===== src/rtl/instr_fetch.sv =====
// Instruction fetch/issue unit: holds the PC, fetches one word at a time over a
// valid/ready imem port, latches it in IR and presents decode fields to the
// control decoder. Only one instruction is in flight and there is no prefetch.
//
// state   | meaning
// --------+----------------------------------------------------------------
// S_FETCH | request outstanding on imem, addr = pc, waiting for ready
// S_WAIT  | request accepted, waiting for the single response word
// S_ISSUE | IR valid, waiting for execute to report instr_done
// S_HALT  | misaligned target taken; fetch stopped until reset
module instr_fetch #(
    parameter int               XLEN     = 32,
    parameter logic [XLEN-1:0]  RESET_PC = '0,
    parameter logic [31:0]      NOP_WORD = 32'h0000_0013
) (
    input  logic            clk,
    input  logic            rst,
    output logic            imem_req_valid,
    input  logic            imem_req_ready,
    output logic [XLEN-1:0] imem_addr,
    input  logic            imem_rsp_valid,
    input  logic [31:0]     imem_rsp_data,
    output logic [31:0]     instr,
    output logic [6:0]      op,
    output logic [2:0]      funct3,
    output logic            funct7,
    output logic [XLEN-1:0] pc,
    output logic            instr_valid,
    input  logic            instr_done,
    input  logic            PCSrc,
    input  logic [XLEN-1:0] PCTarget,
    output logic            halted
);

    typedef enum logic [1:0] {
        S_FETCH = 2'd0,
        S_WAIT  = 2'd1,
        S_ISSUE = 2'd2,
        S_HALT  = 2'd3
    } state_t;

    state_t          state, state_nxt;
    logic [XLEN-1:0] pc_q, pc_nxt;
    logic [31:0]     ir_q, ir_nxt;
    logic            halted_q, halted_nxt;
    logic            req_valid_q, req_valid_nxt;
    logic            instr_valid_q, instr_valid_nxt;
    logic [XLEN-1:0] next_pc;

    // Next-state, next-PC and IR update; registered outputs follow the next state.
    always_comb begin
        state_nxt  = state;
        pc_nxt     = pc_q;
        ir_nxt     = ir_q;
        halted_nxt = halted_q;
        next_pc    = PCSrc ? PCTarget : (pc_q + XLEN'(4));

        case (state)
            S_FETCH: begin
                // req_valid_q is low for the first cycle out of reset, so a ready
                // seen then is not an acceptance.
                if (req_valid_q && imem_req_ready) begin
                    state_nxt = S_WAIT;
                end
            end
            S_WAIT: begin
                if (imem_rsp_valid) begin
                    ir_nxt    = imem_rsp_data;
                    state_nxt = S_ISSUE;
                end
            end
            S_ISSUE: begin
                if (instr_done) begin
                    if (next_pc[1:0] == 2'b00) begin
                        pc_nxt    = next_pc;
                        state_nxt = S_FETCH;
                    end else begin
                        ir_nxt     = NOP_WORD;
                        halted_nxt = 1'b1;
                        state_nxt  = S_HALT;
                    end
                end
            end
            S_HALT: begin
                state_nxt = S_HALT;
            end
            default: begin
                state_nxt = S_FETCH;
            end
        endcase

        req_valid_nxt   = (state_nxt == S_FETCH);
        instr_valid_nxt = (state_nxt == S_ISSUE);
    end

    // State and output registers; reset overrides every other input.
    always_ff @(posedge clk) begin
        if (rst) begin
            state         <= S_FETCH;
            pc_q          <= RESET_PC;
            ir_q          <= NOP_WORD;
            halted_q      <= 1'b0;
            req_valid_q   <= 1'b0;
            instr_valid_q <= 1'b0;
        end else begin
            state         <= state_nxt;
            pc_q          <= pc_nxt;
            ir_q          <= ir_nxt;
            halted_q      <= halted_nxt;
            req_valid_q   <= req_valid_nxt;
            instr_valid_q <= instr_valid_nxt;
        end
    end

    assign imem_req_valid = req_valid_q;
    assign imem_addr      = pc_q;
    assign pc             = pc_q;
    assign instr          = ir_q;
    assign op             = ir_q[6:0];
    assign funct3         = ir_q[14:12];
    assign funct7         = ir_q[30];
    assign instr_valid    = instr_valid_q;
    assign halted         = halted_q;

endmodule


===== config.mk =====
export PLATFORM = sky130hd
export DESIGN_NAME = instr_fetch
export DESIGN_NICKNAME = d
export VERILOG_FILES = /design/src/rtl/instr_fetch.sv
export SDC_FILE = /design/constraint.sdc
export NUM_CORES = 1
export LEC_CHECK = 0
export CORE_MARGIN = 2
export CORE_UTILIZATION = 41
export CTS_CLUSTER_DIAMETER = 120
export CTS_CLUSTER_SIZE = 24
export DETAILED_ROUTE_END_ITERATION = 8
export GPL_TIMING_DRIVEN = 0
export PLACE_DENSITY = 0.91
export SYNTH_ARGS = -nofsm -noshare
export SYNTH_HDL_FRONTEND = slang
export SYNTH_SLANG_ARGS = --single-unit

===== constraint.sdc =====
create_clock -name clk -period 1.91 [get_ports clk]
set_input_delay 0.2865 -clock clk [delete_from_list [all_inputs] [get_ports clk]]
set_output_delay 0.2865 -clock clk [all_outputs]
set_load 0.05 [all_outputs]

==> run summary, run 1 <==
The smallest setup slack after layout is 18.5 ps. Across the run, the number of max-cap violations was 0. The area of all sequential standard cells came out at 1400 um^2. The element type at the critical path end is a primary output.

The worst path required time is 1620 ps. The DRC violation count after routing is 0. The global-route wire length before repair came out at 20.7 mm. The sum of routed wire length over all layers came out at 13.1 mm. The worst hold path class is reg -> reg.

The leakage power of the design came out at 2.67 nW. The total overflow left after global routing is 0. The area share of the largest cell type after synthesis came out at 37.6%. The detailed-router iteration count before antenna repair is 5.

The chip height came out at 98.7 um. TritonCTS built the clock tree. The number of global-route vias before repair came out at 4182. Setup violations remaining at the end of the flow were counted as 0. STA classifies the critical path startpoint as a flip-flop. Hold is met by 498 ps. The share of synthesized registers carrying an async set or reset came out at 0%. The worst-skew pair later-pin latency came out at 340 ps. The final core utilization came out at 67.4%. Dividing the final minimum period by the clock period gives 99.0%.

Across the VDD grid, the largest voltage drop is 0.000486 V. The total power of the final layout is 3.62 mW. The dominant register cell in the synthesized netlist is sky130_fd_sc_hd__dfxtp_1. The area of the die is 9750 um^2.

The yosys synthesis warning count is 0. The setup slack at placement came out at -597 ps. The critical path class is reg -> out. The slowest stage of the critical path is the sky130_fd_sc_hd__clkdlybuf4s50_1 cell. The count of pins over their slew limit came out at 0. The average cell area after synthesis is 8.19 um^2.

The post-detailed-route via-to-cell ratio came out at 5.67. The gate count of the mapped netlist came out at 449. The clock buffer count from CTS is 9. The buffer levels on the longest clock path came out at 2.

The non-filler instance count after layout is 756. Relative to the synthesized area, the layout overhead comes to 59.7%. The total core area is 8720 um^2.

The total placed instance area is 5610 um^2. The initial core utilization came out at 42.2%. The total vias in the final route came out at 4287. The row count is 34. The critical path goes through buf_4 -> clkdlybuf4s50_1. The portion of the post-synthesis area used by sequential elements is 37.6%. Clock tree synthesis selected as its root buffer the cell sky130_fd_sc_hd__clkbuf_8. Among cell families on the critical path, the largest total delay comes from buffers and inverters. The global placer's final weighted congestion is 0.947.

The cell type contributing the most total cell area after synthesis is sky130_fd_sc_hd__dfxtp_1. In this design, the stage delay of the slowest critical-path cell is 780 ps. The top cell types in the final layout, fill and taps aside, are 122 x sky130_fd_sc_hd__clkdlybuf4s50_1, 72 x sky130_fd_sc_hd__nor2_1, 55 x sky130_fd_sc_hd__dfxtp_1. The count of flip-flops with a built-in enable after synthesis came out at 0. The flip-flop and latch count after synthesis is 69. By area the synthesized netlist is led by sky130_fd_sc_hd__dfxtp_1 38%, sky130_fd_sc_hd__buf_4 9.4%, sky130_fd_sc_hd__nor2_1 7.3%. The flow ran to the end, and the final reports show no timing, DRC or antenna violations. The x dimension of the die is 98.7 um.

The area of the multi-input gates is 1830 um^2. The final hold violation count came out at 0. After legalization and detailed placement, the total HPWL measured 9.80 mm.

The shortest clock period the worst path allows after layout is 1890 ps. The combined area of all synthesized cells came out at 3680 um^2. The library cell used most frequently in the layout, excluding fill and tap cells, is sky130_fd_sc_hd__clkdlybuf4s50_1. The normalized max-slew margin is 58.1%. The highest clock frequency the design can meet came out at 0.529 GHz. The share of cells above drive strength 1 is 17.1%.

Adding up every negative setup slack in the final design gives 0 ps. The clock net sink count came out at 69. The largest fanout on the critical path came out at 5. Entering global routing, the biggest net connects 13 pins. The count of antenna-violating nets left after detailed routing came out at 0. The number of antenna diodes in the final layout is 0. The initial DRC count is 318. The H-tree was split into 3 levels.

The clock edge transition at the registers on the reported setup and hold paths came out at 80 ps. The initial antenna violation count is 0. The number of buffer and inverter instances along the worst setup path came out at 2. The finished cells cover 5880 um^2. The netlist uses 53 different library cells.

The power per cell area is 616 nW/um^2. After filler insertion, the fill cell instance count of the layout stands at 719. The average routed wire per standard cell came out at 17.4 um. The count of input and output buffers is 178. The overall global routing resource usage came out at 26.0%. The slew at the pin with the worst max-slew slack came out at 628 ps. The worst path arrival time came out at 1600 ps. The placed cell count is 735. The net count of the finished layout came out at 715. The number of nets handed over by synthesis was 520. The clock skew after layout is 14.7 ps. The number of placed I/O pins is 180.
-- layer usage --
metal / up-vias / share of wire, % / track usage (%)
li1: 1987 / - / -
met1: 2014 / 39 / 32.1
met2: 256 / 48 / 44.2
met3: 30 / 11 / 7.02
met4: 0 / 2.0 / 8.43
met5: - / 0 / 0
-- state kept, by name (all words and copies together) (netlist names) --
name	flops
instr	32
halted	1
instr_valid	1
state	2
imem_addr	32
imem_req_valid	1
-- power by group --
part | internal [mW] | switching, mW | leakage (nW) | total (mW)
Clock | 0.731 | 0.578 | 0.109 | 1.31
Combinational | 0.328 | 0.455 | 1.99 | 0.783
Sequential | 1.49 | 0.0421 | 0.565 | 1.53
-- final timing paths --
check | to | slack (ps) | from | depth (start not counted)
max | pc[17] | 20 | imem_addr[17] | 2
min | halted | 500 | halted | 2
max reg2reg | imem_addr[12] | 80 | imem_addr[2] | 7
min reg2reg | halted | 500 | halted | 2
-- repair_timing --
| action | in CTS | in global routing |
|---|---|---|
| hold buffers | 0 | 0 |
| resized for setup | 46 | 23 |
| gates cloned | 0 | 1 |
| setup endpoints to repair | 56 | 37 |
| pin swaps | 1 | 4 |
| buffers inserted | 0 | 7 |
-- worst min-delay path: stages (launching register included) --
cell                      delay [ps]
sky130_fd_sc_hd__dfxtp_1         330
sky130_fd_sc_hd__nor2_1           50
sky130_fd_sc_hd__nor2_1           80
-- cell type report --
cell class,count,area share (%)
Sequential cell,69,23.8
Multi-Input combinational cell,301,31.2
Tap cell,108,2.30
Buffer,72,7.90
Timing Repair Buffer,186,30.9
Inverter,5,0.319
Clock inverter,6,1.49
Clock buffer,9,2.11
-- cell usage after synthesis (2+ instances only) --
cell type	instances
sky130_fd_sc_hd__nor2_1	72
sky130_fd_sc_hd__dfxtp_1	69
sky130_fd_sc_hd__buf_4	46
sky130_fd_sc_hd__a22oi_1	33
sky130_fd_sc_hd__nand2_1	29
sky130_fd_sc_hd__a21oi_1	22
sky130_fd_sc_hd__clkbuf_1	21
sky130_fd_sc_hd__o21ai_0	21
sky130_fd_sc_hd__and3_1	11
sky130_fd_sc_hd__nor3_1	11
sky130_fd_sc_hd__nand3_1	9
sky130_fd_sc_hd__nand4_1	9
sky130_fd_sc_hd__a31oi_1	7
sky130_fd_sc_hd__buf_2	6
sky130_fd_sc_hd__nor4_1	6
sky130_fd_sc_hd__a32o_1	5
sky130_fd_sc_hd__inv_1	5
sky130_fd_sc_hd__o22ai_1	5
sky130_fd_sc_hd__a21o_1	4
sky130_fd_sc_hd__a22o_1	4
sky130_fd_sc_hd__mux2i_1	4
sky130_fd_sc_hd__o211ai_1	4
sky130_fd_sc_hd__o21a_1	4
sky130_fd_sc_hd__a311oi_1	3
sky130_fd_sc_hd__and2_1	3
sky130_fd_sc_hd__a211oi_1	2
sky130_fd_sc_hd__a41o_1	2
sky130_fd_sc_hd__nor3_4	2
sky130_fd_sc_hd__nor4_4	2
sky130_fd_sc_hd__o31ai_1	2
sky130_fd_sc_hd__o41ai_1	2
sky130_fd_sc_hd__or2_2	2
sky130_fd_sc_hd__or4_1	2
-- cell families after synthesis --
kind of cell / Yosys count / share of synthesized area, %
AOI/OAI and AO/OA: 128 / 24.3
DFF: 69 / 37.6
muxes: 4 / 1.09
buffers and inverters: 79 / 13.2
adders and majority gates: 1 / 0.340
and+or+nand+nor: 168 / 23.6
No activity file was read; power rests on OpenSTA's default activity.
==> run 2, diff against run 1 <==
--- a/config.mk
+++ b/config.mk
@@ -11,6 +11,7 @@
 export CTS_CLUSTER_SIZE = 24
 export DETAILED_ROUTE_END_ITERATION = 8
 export GPL_TIMING_DRIVEN = 0
+export HOLD_SLACK_MARGIN = 0.08
 export PLACE_DENSITY = 0.91
 export SYNTH_ARGS = -nofsm -noshare
 export SYNTH_HDL_FRONTEND = slang
==> results of run 2 <==
No change in the layout: final DEF, timing and power equal those of run 1.
